==> config.mk <==
export PLATFORM = sky130hd
export DESIGN_NAME = alu_op_sequencer
export DESIGN_NICKNAME = d
export VERILOG_FILES = /design/src/rtl/alu_op_sequencer.sv
export SDC_FILE = /design/constraint.sdc
export NUM_CORES = 1
export LEC_CHECK = 0
export ABC_AREA = 1
export CAP_MARGIN = 15
export CELL_PAD_IN_SITES_DETAIL_PLACEMENT = 1
export CELL_PAD_IN_SITES_GLOBAL_PLACEMENT = 2
export CORE_UTILIZATION = 28
export DETAILED_ROUTE_END_ITERATION = 16
export GPL_TIMING_DRIVEN = 0
export PLACE_DENSITY = 0.78
export SYNTH_ARGS = -nofsm -noshare
export SYNTH_HDL_FRONTEND = slang
export SYNTH_SLANG_ARGS = --single-unit
export TNS_END_PERCENT = 20
==> constraint.sdc <==
create_clock -name clk -period 1.75 [get_ports clk]
set_input_delay 0.175 -clock clk [delete_from_list [all_inputs] [get_ports clk]]
set_output_delay 0.175 -clock clk [all_outputs]
set_load 0.02 [all_outputs]
==> src/rtl/alu_op_sequencer.sv <==
// ALU operation sequencer: accepts one ALU op per valid/ready handshake and drives registered control words.
// Optional macro ALUSEQ_ITER_SHIFT_EN: iterative shifter, one bit position per SH_RUN cycle.
module alu_op_sequencer #(
  parameter int OP_W      = 4,
  parameter int SHAMT_W   = 5,
  parameter int LUI_SHAMT = 16
) (
  input  logic               clk,
  input  logic               reset,
  input  logic               op_valid,
  output logic               op_ready,
  input  logic [OP_W-1:0]    op,
  input  logic [SHAMT_W-1:0] shamt,
  output logic [2:0]         ALU_control,
  output logic [2:0]         SHIFTER_control,
  output logic [SHAMT_W-1:0] shift_n,
  output logic               M_SHIFTER,
  output logic [1:0]         M_ALUOut_control,
  output logic               UC_control,
  output logic [1:0]         UC_op,
  output logic [1:0]         ulaaux_control,
  output logic               busy,
  output logic               done
);

  typedef enum logic [1:0] {
    IDLE    = 2'd0,
    EXEC    = 2'd1,
    SH_LOAD = 2'd2,
    SH_RUN  = 2'd3
  } state_t;

  typedef struct packed {
    logic [2:0]         alu;
    logic [2:0]         shc;
    logic [SHAMT_W-1:0] shn;
    logic               msh;
    logic [1:0]         mout;
    logic               ucc;
    logic [1:0]         ucop;
    logic [1:0]         ula;
  } ctrl_t;

  localparam logic [3:0] OP_NOP       = 4'd0;
  localparam logic [3:0] OP_ADD       = 4'd1;
  localparam logic [3:0] OP_SUB       = 4'd2;
  localparam logic [3:0] OP_AND       = 4'd3;
  localparam logic [3:0] OP_PASS_B    = 4'd4;
  localparam logic [3:0] OP_SHIFT_L1  = 4'd5;
  localparam logic [3:0] OP_SHIFT_L2  = 4'd6;
  localparam logic [3:0] OP_SHIFT_R   = 4'd7;
  localparam logic [3:0] OP_SHIFT_RA1 = 4'd8;
  localparam logic [3:0] OP_SHIFT_RA2 = 4'd9;
  localparam logic [3:0] OP_SLTI      = 4'd10;
  localparam logic [3:0] OP_BEQ       = 4'd11;
  localparam logic [3:0] OP_BNE       = 4'd12;
  localparam logic [3:0] OP_BLE       = 4'd13;
  localparam logic [3:0] OP_BGT       = 4'd14;
  localparam logic [3:0] OP_LUI       = 4'd15;

  localparam logic [SHAMT_W-1:0] LUI_DIST = SHAMT_W'(LUI_SHAMT);

  // Any opcode with bits above the low nibble set is treated as NO_OP.
  function automatic logic [3:0] op_code(input logic [OP_W-1:0] o);
    logic [3:0] c;
    if ((o >> 3'd4) != {OP_W{1'b0}}) begin
      c = OP_NOP;
    end else begin
      c = o[3:0];
    end
    return c;
  endfunction

  function automatic logic is_multi(input logic [3:0] c);
    logic m;
    case (c)
      OP_SHIFT_L1, OP_SHIFT_R, OP_SHIFT_RA1, OP_LUI: m = 1'b1;
      default:                                       m = 1'b0;
    endcase
    return m;
  endfunction

  function automatic logic [2:0] run_code(input logic [3:0] c);
    logic [2:0] r;
    case (c)
      OP_SHIFT_L1, OP_LUI: r = 3'b010;
      OP_SHIFT_R:          r = 3'b011;
      OP_SHIFT_RA1:        r = 3'b100;
      default:             r = 3'b000;
    endcase
    return r;
  endfunction

  function automatic ctrl_t exec_word(input logic [3:0] c);
    ctrl_t w;
    w = '0;
    case (c)
      OP_ADD:       begin w.alu = 3'b001; w.mout = 2'b01; end
      OP_SUB:       begin w.alu = 3'b010; w.mout = 2'b01; end
      OP_AND:       begin w.alu = 3'b011; w.mout = 2'b01; end
      OP_PASS_B:    begin w.alu = 3'b000; w.mout = 2'b00; end
      OP_SHIFT_L2:  begin w.shc = 3'b010; w.mout = 2'b10; w.ula = 2'b01; end
      OP_SHIFT_RA2: begin w.shc = 3'b010; w.mout = 2'b10; w.ula = 2'b10; end
      OP_SLTI:      begin w.alu = 3'b111; w.mout = 2'b11; end
      OP_BEQ:       begin w.alu = 3'b111; w.mout = 2'b11; w.ucc = 1'b1; w.ucop = 2'b00; end
      OP_BNE:       begin w.alu = 3'b111; w.mout = 2'b11; w.ucc = 1'b1; w.ucop = 2'b01; end
      OP_BLE:       begin w.alu = 3'b111; w.mout = 2'b11; w.ucc = 1'b1; w.ucop = 2'b10; end
      OP_BGT:       begin w.alu = 3'b111; w.mout = 2'b11; w.ucc = 1'b1; w.ucop = 2'b11; end
      default:      begin w.alu = 3'b000; w.mout = 2'b01; end
    endcase
    return w;
  endfunction

  state_t             state_r, state_nxt_s;
  logic [3:0]         op_r, op_nxt_s;
  ctrl_t              ctrl_r, ctrl_nxt_s;
  logic               busy_r, busy_nxt_s;
  logic               done_r, done_nxt_s;
  logic               ready_r, ready_nxt_s;
  logic               accept_s, take_new_s;
  logic [3:0]         code_in_s;
  logic [SHAMT_W-1:0] dist_in_s;
`ifdef ALUSEQ_ITER_SHIFT_EN
  logic [SHAMT_W-1:0] cnt_r, cnt_nxt_s;
`else
  logic [SHAMT_W-1:0] dist_r, dist_nxt_s;
`endif

  // State register
  always_ff @(posedge clk) begin
    if (reset) begin
      state_r <= IDLE;
    end else begin
      state_r <= state_nxt_s;
    end
  end

  // Next state and next control word; outputs are registered from these.
  always_comb begin
    state_nxt_s = state_r;
    op_nxt_s    = op_r;
    ctrl_nxt_s  = '0;
    busy_nxt_s  = 1'b0;
    done_nxt_s  = 1'b0;
    take_new_s  = 1'b0;
`ifdef ALUSEQ_ITER_SHIFT_EN
    cnt_nxt_s   = cnt_r;
`else
    dist_nxt_s  = dist_r;
`endif
    accept_s  = op_valid && ready_r;
    code_in_s = op_code(op);
    dist_in_s = (code_in_s == OP_LUI) ? LUI_DIST : shamt;

    case (state_r)
      IDLE:    take_new_s = 1'b1;
      EXEC:    take_new_s = 1'b1;
      SH_LOAD: take_new_s = 1'b0;
`ifdef ALUSEQ_ITER_SHIFT_EN
      SH_RUN:  take_new_s = done_r;
`else
      SH_RUN:  take_new_s = 1'b1;
`endif
      default: take_new_s = 1'b1;
    endcase

    if (take_new_s) begin
      if (accept_s) begin
        op_nxt_s   = code_in_s;
        busy_nxt_s = 1'b1;
        if (is_multi(code_in_s)) begin
          state_nxt_s     = SH_LOAD;
          ctrl_nxt_s.shc  = 3'b001;
          ctrl_nxt_s.mout = 2'b10;
          ctrl_nxt_s.msh  = (code_in_s == OP_LUI);
`ifdef ALUSEQ_ITER_SHIFT_EN
          cnt_nxt_s       = dist_in_s;
`else
          dist_nxt_s      = dist_in_s;
`endif
        end else begin
          state_nxt_s = EXEC;
          ctrl_nxt_s  = exec_word(code_in_s);
          done_nxt_s  = 1'b1;
        end
      end else begin
        state_nxt_s = IDLE;
      end
    end else begin
      // One shifter step; mux selects carry over from the load cycle.
      state_nxt_s     = SH_RUN;
      busy_nxt_s      = 1'b1;
      ctrl_nxt_s.msh  = ctrl_r.msh;
      ctrl_nxt_s.mout = 2'b10;
`ifdef ALUSEQ_ITER_SHIFT_EN
      if (cnt_r == {SHAMT_W{1'b0}}) begin
        ctrl_nxt_s.shc = 3'b000;
        done_nxt_s     = 1'b1;
      end else begin
        ctrl_nxt_s.shc = run_code(op_r);
        ctrl_nxt_s.shn = SHAMT_W'(1'b1);
        done_nxt_s     = (cnt_r == SHAMT_W'(1'b1));
        cnt_nxt_s      = cnt_r - SHAMT_W'(1'b1);
      end
`else
      ctrl_nxt_s.shc = run_code(op_r);
      ctrl_nxt_s.shn = dist_r;
      done_nxt_s     = 1'b1;
`endif
    end

    ready_nxt_s = (state_nxt_s == IDLE) || done_nxt_s;
  end

  // Latched op, step counter and registered outputs
  always_ff @(posedge clk) begin
    if (reset) begin
      op_r    <= OP_NOP;
      ctrl_r  <= '0;
      busy_r  <= 1'b0;
      done_r  <= 1'b0;
      ready_r <= 1'b1;
`ifdef ALUSEQ_ITER_SHIFT_EN
      cnt_r   <= {SHAMT_W{1'b0}};
`else
      dist_r  <= {SHAMT_W{1'b0}};
`endif
    end else begin
      op_r    <= op_nxt_s;
      ctrl_r  <= ctrl_nxt_s;
      busy_r  <= busy_nxt_s;
      done_r  <= done_nxt_s;
      ready_r <= ready_nxt_s;
`ifdef ALUSEQ_ITER_SHIFT_EN
      cnt_r   <= cnt_nxt_s;
`else
      dist_r  <= dist_nxt_s;
`endif
    end
  end

  assign op_ready         = ready_r;
  assign ALU_control      = ctrl_r.alu;
  assign SHIFTER_control  = ctrl_r.shc;
  assign shift_n          = ctrl_r.shn;
  assign M_SHIFTER        = ctrl_r.msh;
  assign M_ALUOut_control = ctrl_r.mout;
  assign UC_control       = ctrl_r.ucc;
  assign UC_op            = ctrl_r.ucop;
  assign ulaaux_control   = ctrl_r.ula;
  assign busy             = busy_r;
  assign done             = done_r;

endmodule

==> out/metrics.cfg <==
[grt]
grt_util_met1_pct=17.4
grt_overflow=0
grt_pass1_vias=1079
use_met3_pct=3.55
grt_max_degree=11
antenna_found_initial=0
grt-busiest-layer=met2
grt_usage_pct=14.2
grt_pass1_wl_um=4710
use_met2_pct=22.6

[routing]
vias_per_cell=4.51
vias=1077
route.detailed.drc=0
antenna_left=0
wire_per_inst_um=11.8
drt_first_pass_iters=4
routed_wl_um=2830
drt_iter0_markers=41

[clocking]
cts.sinks=32
cts_tree=built
clk_latency_ns=0.28
cts_hold_buf=0
cts_setup_buffers=0
clkTransAtPathRegs_ns=0.06
root_buffer=clkbuf_8
htreeDepth=2
cts_buffers=5
cts.repair.resized=0
clk_path_buf_depth=2

[timing]
drv_slew=0
grt_setup_unrepaired=no
setup_viol=0
slew_headroom_pct=77.9
fin_crit_sh_pct=82.6
finalClockSkew_ns=0.00368
max_slew.worst_pin.slew_ns=0.330
fmax_ghz=0.692
min_period_ns=1.45
hold_violations=0
finalSetupTns_ns=0

[logic_synthesis]
synth.area.mux_share_pct=0
yosysWarnings=0
synthDistinctLibCells=21
ys_ff_latch=32
synth_area_per_cell_um2=8.06
synthSimpleGateAreaFrac_pct=26.3
synth-compound-area-share_pct=10.9
synth_fa_ha_area_share_pct=0
synth_xor_area_share_pct=0
synth_top_family_by_area=simple AND/OR/NAND/NOR gates
syn_area_mm2=0.00119
yosysSeqAreaShare_pct=53.7
syn-num-nets=160
synthCells=148

[critical_path]
worstPathRequired_ns=1.57
crit_fanout=2
cp.arrival_ns=1.27
worstSetupPathType=reg -> out
cp-end-kind=output port
max_stage_delay_ns=0.62
cp-start-kind=register
cp_slowest_cell=clkdlybuf4s50_1
crit_family=buffers and inverters
cp_num_buf_inv=1
crit_chain=clkdlybuf4s50_1

[die]
die_y_um=67.3
dieWidth_um=67.3
core_area_mm2=0.00406
die-area_mm2=0.00452
ios=34
start_util_pct=29.4
rows=23

[place]
hpwl_um=2160
postPlaceCellArea_mm2=0.00159
place_congestion=0.774
io_buffers=33

[final_layout]
layout_common_cells=33 x clkdlybuf4s50_1, 32 x dfxtp_1, 24 x nand2_1, 24 x nor2_1, 19 x inv_1
fill_cells=498
design_area_mm2=0.00168
layout_commonest_cell=clkdlybuf4s50_1
nets=200
drive_above_1_share_pct=8.99
area_growth_pct=40.5
antenna_cells=0

[flow_run]
cap_violations=0

[min_path]
hold_path.class=reg -> reg

[power]
cellLeakagePower_uw=0.000694
ir_drop_uv=283
p_per_area_mw_per_mm2=932

[status]
outcome=finished, final reports clean

[Yosys cell counts (all sizes together)]
cell type	n	area [µm²]
a21oi	11	55.1
a22oi	1	7.51
buf	3	25.0
dfxtp	32	641
inv	22	82.6
nand2	25	101
nand3	11	72.6
nand4	1	6.26
nor2	26	113
nor3	3	15.0
nor4	1	6.26
o211ai	1	7.51
o21a	1	7.51
o21ai	9	45.0
o31ai	1	7.51
[per-stage QoR]
| stage | instances | total power, µW | util [%] | hold WS, ns | setup slack, ns |
|---|---|---|---|---|---|
| finish | 239 | 1560 | 41.3 | 0.430 | 0.304 |
| global route | 239 | 1630 | 41.3 | 0.455 | 0.267 |
| CTS | 239 | 1580 | 41.3 | 0.433 | 0.281 |
| detailed placement | 231 | 997 | 39.1 | 0.423 | 0.101 |
| global placement | 231 | 993 | 39.1 | 0.424 | 0.129 |
| floorplan | 148 | 908 | - | 0.334 | 0.520 |
[cell type report]
class,count,area [µm²],share of cell area (%)
well taps,50,62.6,3.73
inverters,22,82.6,4.93
plain buffers,3,25.0,1.49
multi-input cells,91,444,26.5
clock buffers,8,90.1,5.38
flip-flops and latches,32,641,38.2
repair buffers,33,330,19.7
[per-layer routing]
metal	up-vias	routed length (µm)
li1	548	-
met1	501	1370
met2	22	1310
met3	6	96
met4	0	55
met5	-	0
[state kept, by name, indices dropped and copies added (netlist names)]
| name | cells |
|---|---|
| done | 1 |
| UC_control | 1 |
| ALU_control | 3 |
| ulaaux_control | 2 |
| M_ALUOut_control | 2 |
| state_r | 1 |
| dist_r | 5 |
| M_SHIFTER | 1 |
| SHIFTER_control | 3 |
| busy | 1 |
| shift_n | 5 |
| op_ready | 1 |
| op_r | 4 |
| UC_op | 2 |
[final timing paths]
| kind | from | end | slack [ns] | cells after the start |
|---|---|---|---|---|
| max | done$_SDFF_PP0_ | done | 0.30 | 1 |
| min | dist_r[1]$_SDFFE_PP0P_ | shift_n[1]$_SDFF_PP0_ | 0.43 | 2 |
| max reg2reg | op_ready$_SDFF_PP1_ | UC_control$_SDFF_PP0_ | 0.44 | 6 |
| min reg2reg | dist_r[1]$_SDFFE_PP0P_ | shift_n[1]$_SDFF_PP0_ | 0.43 | 2 |
[where the power goes]
part           internal [µW]  leakage (µW)  switching [µW]  total [µW]
sequential               760      0.000261            15.6         776
combinational           86.1      0.000387             117         203
clock                    321     0.0000455             262         583
total                   1170      0.000694             395        1560
[worst min-delay path, stage by stage, from the launching register on]
cell and delay [ns]:
dfxtp_1 0.31, inv_1 0.05, nor2_1 0.03
[cell families after synthesis]
family / after synthesis
simple gates: 67
buf+inv: 25
compound gates: 24
flops: 32
Note: power is estimated with default switching activity, not from simulation.
